$ cat src/rtl/regfile_write_scheduler.sv
// regfile_write_scheduler: arbitrates the register-file write port between WB and an aux requester, with post-reset clear.
module regfile_write_scheduler #(
  parameter int DATA_W = 32,
  parameter int ADDR_W = 5,
  parameter int SP_REG = 29,
  parameter int SP_INIT = 252,
  parameter int STARVE_LIMIT = 4
) (
  input  logic              Clk,
  input  logic              Reset,
  input  logic              WbRegWrite,
  input  logic [ADDR_W-1:0] WbWriteReg,
  input  logic [DATA_W-1:0] WbWriteData,
  input  logic              AuxValid,
  input  logic [ADDR_W-1:0] AuxWriteReg,
  input  logic [DATA_W-1:0] AuxWriteData,
  output logic              AuxReady,
  output logic              WbHold,
  output logic              InitBusy,
  output logic              RegWrite,
  output logic [ADDR_W-1:0] WriteReg,
  output logic [DATA_W-1:0] WriteData
);
  typedef enum logic {INIT, RUN} state_t;
  localparam logic [ADDR_W-1:0] SP_IDX = ADDR_W'(SP_REG);
  localparam logic [DATA_W-1:0] SP_VAL = DATA_W'(SP_INIT);
  localparam logic [3:0] LIMIT = 4'(STARVE_LIMIT);
  state_t state, state_nxt;
  logic [ADDR_W-1:0] init_idx;
  logic [3:0] starve_cnt, starve_nxt;
  logic run, aux_grant;
  always_ff @(posedge Clk) begin
    if (Reset) begin
      state <= INIT;
      init_idx <= '0;
      starve_cnt <= '0;
    end else begin
      state <= state_nxt;
      init_idx <= state == INIT ? init_idx + 1'b1 : init_idx;
      starve_cnt <= starve_nxt;
    end
  end
  // Reset gates everything combinationally so nothing reaches the regfile while it is held.
  always_comb begin
    run = state == RUN && !Reset;
    aux_grant = run && !WbRegWrite && AuxValid;
    state_nxt = (state == INIT && init_idx == '1) ? RUN : state;
    starve_nxt = (!run || !AuxValid || aux_grant) ? 4'd0 :
                 (starve_cnt == LIMIT) ? starve_cnt : starve_cnt + 4'd1;
    InitBusy = !run;
    AuxReady = aux_grant;
    WbHold = run && starve_cnt == LIMIT;
    WriteReg = !run ? init_idx : aux_grant ? AuxWriteReg : WbWriteReg;
    WriteData = !run ? (init_idx == SP_IDX ? SP_VAL : '0) :
                aux_grant ? AuxWriteData : WbWriteData;
    RegWrite = !Reset && (!run || ((WbRegWrite || AuxValid) && WriteReg != '0));
  end
endmodule

$ cat config.mk
export PLATFORM = sky130hd
export DESIGN_NAME = regfile_write_scheduler
export DESIGN_NICKNAME = d
export VERILOG_FILES = /design/src/rtl/regfile_write_scheduler.sv
export SDC_FILE = /design/constraint.sdc
export NUM_CORES = 1
export LEC_CHECK = 0
export ABC_AREA = 1
export CAP_MARGIN = 20
export CELL_PAD_IN_SITES_DETAIL_PLACEMENT = 1
export CELL_PAD_IN_SITES_GLOBAL_PLACEMENT = 1
export CORE_ASPECT_RATIO = 0.8
export CORE_UTILIZATION = 18
export DETAILED_ROUTE_END_ITERATION = 8
export PLACE_DENSITY_LB_ADDON = 0.25
export SLEW_MARGIN = 5
export SYNTH_ARGS = -nofsm -noshare
export SYNTH_HDL_FRONTEND = slang
export SYNTH_SLANG_ARGS = --single-unit
$ cat constraint.sdc
create_clock -name Clk -period 4.3 [get_ports Clk]
set_input_delay 1.075 -clock Clk [delete_from_list [all_inputs] [get_ports Clk]]
set_output_delay 1.075 -clock Clk [all_outputs]
set_load 0.01 [all_outputs]
==> metrics, run 1 <==
later-pin clock latency in the skew report=0.25 ns; share of cells above drive strength 1=0.0525; DR vias/cell=4.39; hold path depth=2; Post-Synthesis Cell Area=1150 um2; worst-case clock buffer depth=2; pre-CTS setup slack=0.101 ns; Reg2Reg Depth=5; fin worst setup slack=0.179 ns; HP Start=starve_cnt[1]$_SDFFE_PP0P_; Die H=73.4 um; port bufs=118; Syn Area/Cell=5.54 um2; Pins Over Slew Limit=0; DP HPWL=4310 um; slew margin rel.=0.809; WHS Endpoint=starve_cnt[1]$_SDFFE_PP0P_; via count=1776; Final TNS setup=0 ns; Worst Path Max Fanout=22; fin cells=405; Area growth syn-to-layout=117%; Yosys warning count=0; initial antenna violation count=0; Synth Net Count=290; Setup crit start kind=input pin; Root Driver=clkbuf_8; Antenna diodes=0; Netlist cell types=21; r2r setup slk=2.79 ns; fin area=2480 um2; number of cell rows=25; I/O Pins=119; critical-path cell list=clkdlybuf4s50_1 -> nor2_4 -> buf_6 -> inv_1 -> nand2_1 -> nand2_1 -> nand3_1 -> o21bai_1 -> a21oi_1 -> clkdlybuf4s50_1; Least-Margin Pin Slew=0.285 ns; htree depth=1; met1 wire length=2530 um; Final Power=0.322 mW; die area=6690 um2; Stages on worst setup path=10; hold slack=0.500 ns; cell area power density=130 nW/um2; Yosys reg bits=10; Final ANT Viol Nets=0; global router's overall resource usage=0.153; Final #Nets=408; Arr. time, crit path=3.05 ns; Worst Skew=0.00771 ns; Max stage delay cell, worst path=clkdlybuf4s50_1; GR Overflow Total=0; WL/cell=13.2 um; Setup-failing EPs final=0; CTS buffer count=3; CP required=3.22 ns; Placed Instances=401; first-pass iteration count of the detailed router=4; Placed Instance Area=2420 um2; Starting Density=0.190; Setup Fix Bufs, Post-CTS=0; RSZ-0062 raised after global routing=no; largest net degree at the start of global routing=34; max-cap violation count=0; min Tclk post-route=4.12 ns; status=complete, no violations; Total Wirelength=5330 um; Met2 Routed Length=2440 um; CTS tree=built; leakage=1.11 nW; delay of the slowest critical-path stage=0.55 ns; final critical-path share of the clock period=0.958; Peak VDD IR=121 uV; CORE AREA=6040 um2; clock sinks=10; vias in the first global route=1662; reg-to-reg critical path endpoint=starve_cnt[1]$_SDFFE_PP0P_; initial DRC count=51; post-synthesis cell count=207; Worst Path Buf+Inv=4; min-delay worst type=reg2reg; DR WL met3=340 um; final core occ=0.411; Reg2Reg Launch Point=state$_SDFFE_PP0P_; endpoints failing hold=0; CTS clock-pin slew for the worst setup and hold paths=0.05 ns; Critical Path Sink Type=primary output; DR top layer=met4; GP Congestion=0.822; post-synthesis sequential area ratio=0.175; critical path type=in2out; first-pass GRT wire length=8180 um; die width=91.2 um; delay-heaviest family, CP=buffers and inverters; f_max=243 MHz; DRC=0
## where the power goes
part	total (mW)	switching (mW)	leakage [nW]	internal (mW)
logic	0.0989	0.0258	0.996	0.0732
clock network	0.125	0.0439	0.0288	0.0810
registers	0.0979	0.00260	0.0812	0.0953
total	0.322	0.0723	1.11	0.249
## layout make-up
class | count | area, um2
Fill cell | 760 | 3550
Timing Repair Buffer | 127 | 1260
Multi-Input combinational cell | 164 | 790
Sequential cell | 10 | 200
Tap cell | 81 | 101
Inverter | 19 | 71.3
Clock buffer | 4 | 55.1
## flip-flops by register name (all words and copies together), names as in the netlist
| register | cells |
|---|---|
| init_idx | 5 |
| state | 1 |
| starve_cnt | 4 |
## worst max path at each step
stage | startpoint | end | slack, ns
floorplan | Reset | RegWrite | 1.17
global placement | Reset | RegWrite | 0.16
detailed placement | Reset | RegWrite | 0.10
CTS | Reset | RegWrite | 0.1
global route | Reset | RegWrite | 0.03
finish | Reset | RegWrite | 0.18
## tightest hold or removal path, cell delays in order, from the launching register on
cell,delay (ns)
dfxtp_1,0.32
inv_1,0.07
a211oi_1,0.06
## cells in the mapped netlist, drive strengths merged
cell type | number | area, um2
a211oi | 3 | 22.5
nand4 | 6 | 37.5
xor2 | 1 | 8.76
ha | 5 | 62.6
clkbuf | 3 | 11.3
o21bai | 1 | 7.51
a21oi | 4 | 20.0
o21ai | 1 | 5.00
nor3 | 5 | 25.0
nor3b | 1 | 7.51
nor2 | 12 | 52.6
dfxtp | 10 | 200
nand2 | 75 | 282
nand3 | 49 | 250
inv | 19 | 71.3
xnor2 | 1 | 8.76
buf | 11 | 73.8
## cells in the final DEF, fill, tap and decap left out, types with 2 or more instances in the layout
| cell | count |
|---|---|
| dfxtp_1 | 10 |
| nand3_1 | 48 |
| inv_2 | 2 |
| nand2_1 | 75 |
| a211oi_1 | 3 |
| nor3_1 | 5 |
| nor2_1 | 11 |
| ha_1 | 5 |
| buf_4 | 7 |
| clkbuf_8 | 4 |
| clkdlybuf4s50_1 | 118 |
| nand4_1 | 6 |
| inv_1 | 17 |
| a21oi_1 | 4 |
## metal layers
| layer | up-vias | GRT usage |
|---|---|---|
| li1 | 908 | - |
| met1 | 803 | 0.209 |
| met2 | 62 | 0.247 |
| met3 | 3 | 0.0424 |
| met4 | 0 | 0.0212 |
| met5 | - | 0 |
## repair_timing
item | 4_1_cts | 5_1_grt
hold buffers | 0 | 0
endpoints found under the setup margin | 0 | 1
resized for setup | 0 | 1
## logic make-up (layout without fill, tap and decap cells)
group,Yosys count,count (layout),synth area share
xor gates and xnor gates,2,2,0.0153
and+or+nand+nor,148,148,0.571
DFF,10,10,0.175
adders and majority gates,5,5,0.0546
buffers and inverters,33,150,0.136
AOI/OAI and AO/OA,9,9,0.0480
Note: power is estimated with default switching activity, not from simulation.
==> run 2, diff against run 1 <==
CTS_BUF_LIST = sky130_fd_sc_hd__clkbuf_8   (was not set)
==> results of run 2 <==
No change in the layout: final DEF, timing and power equal those of run 1.
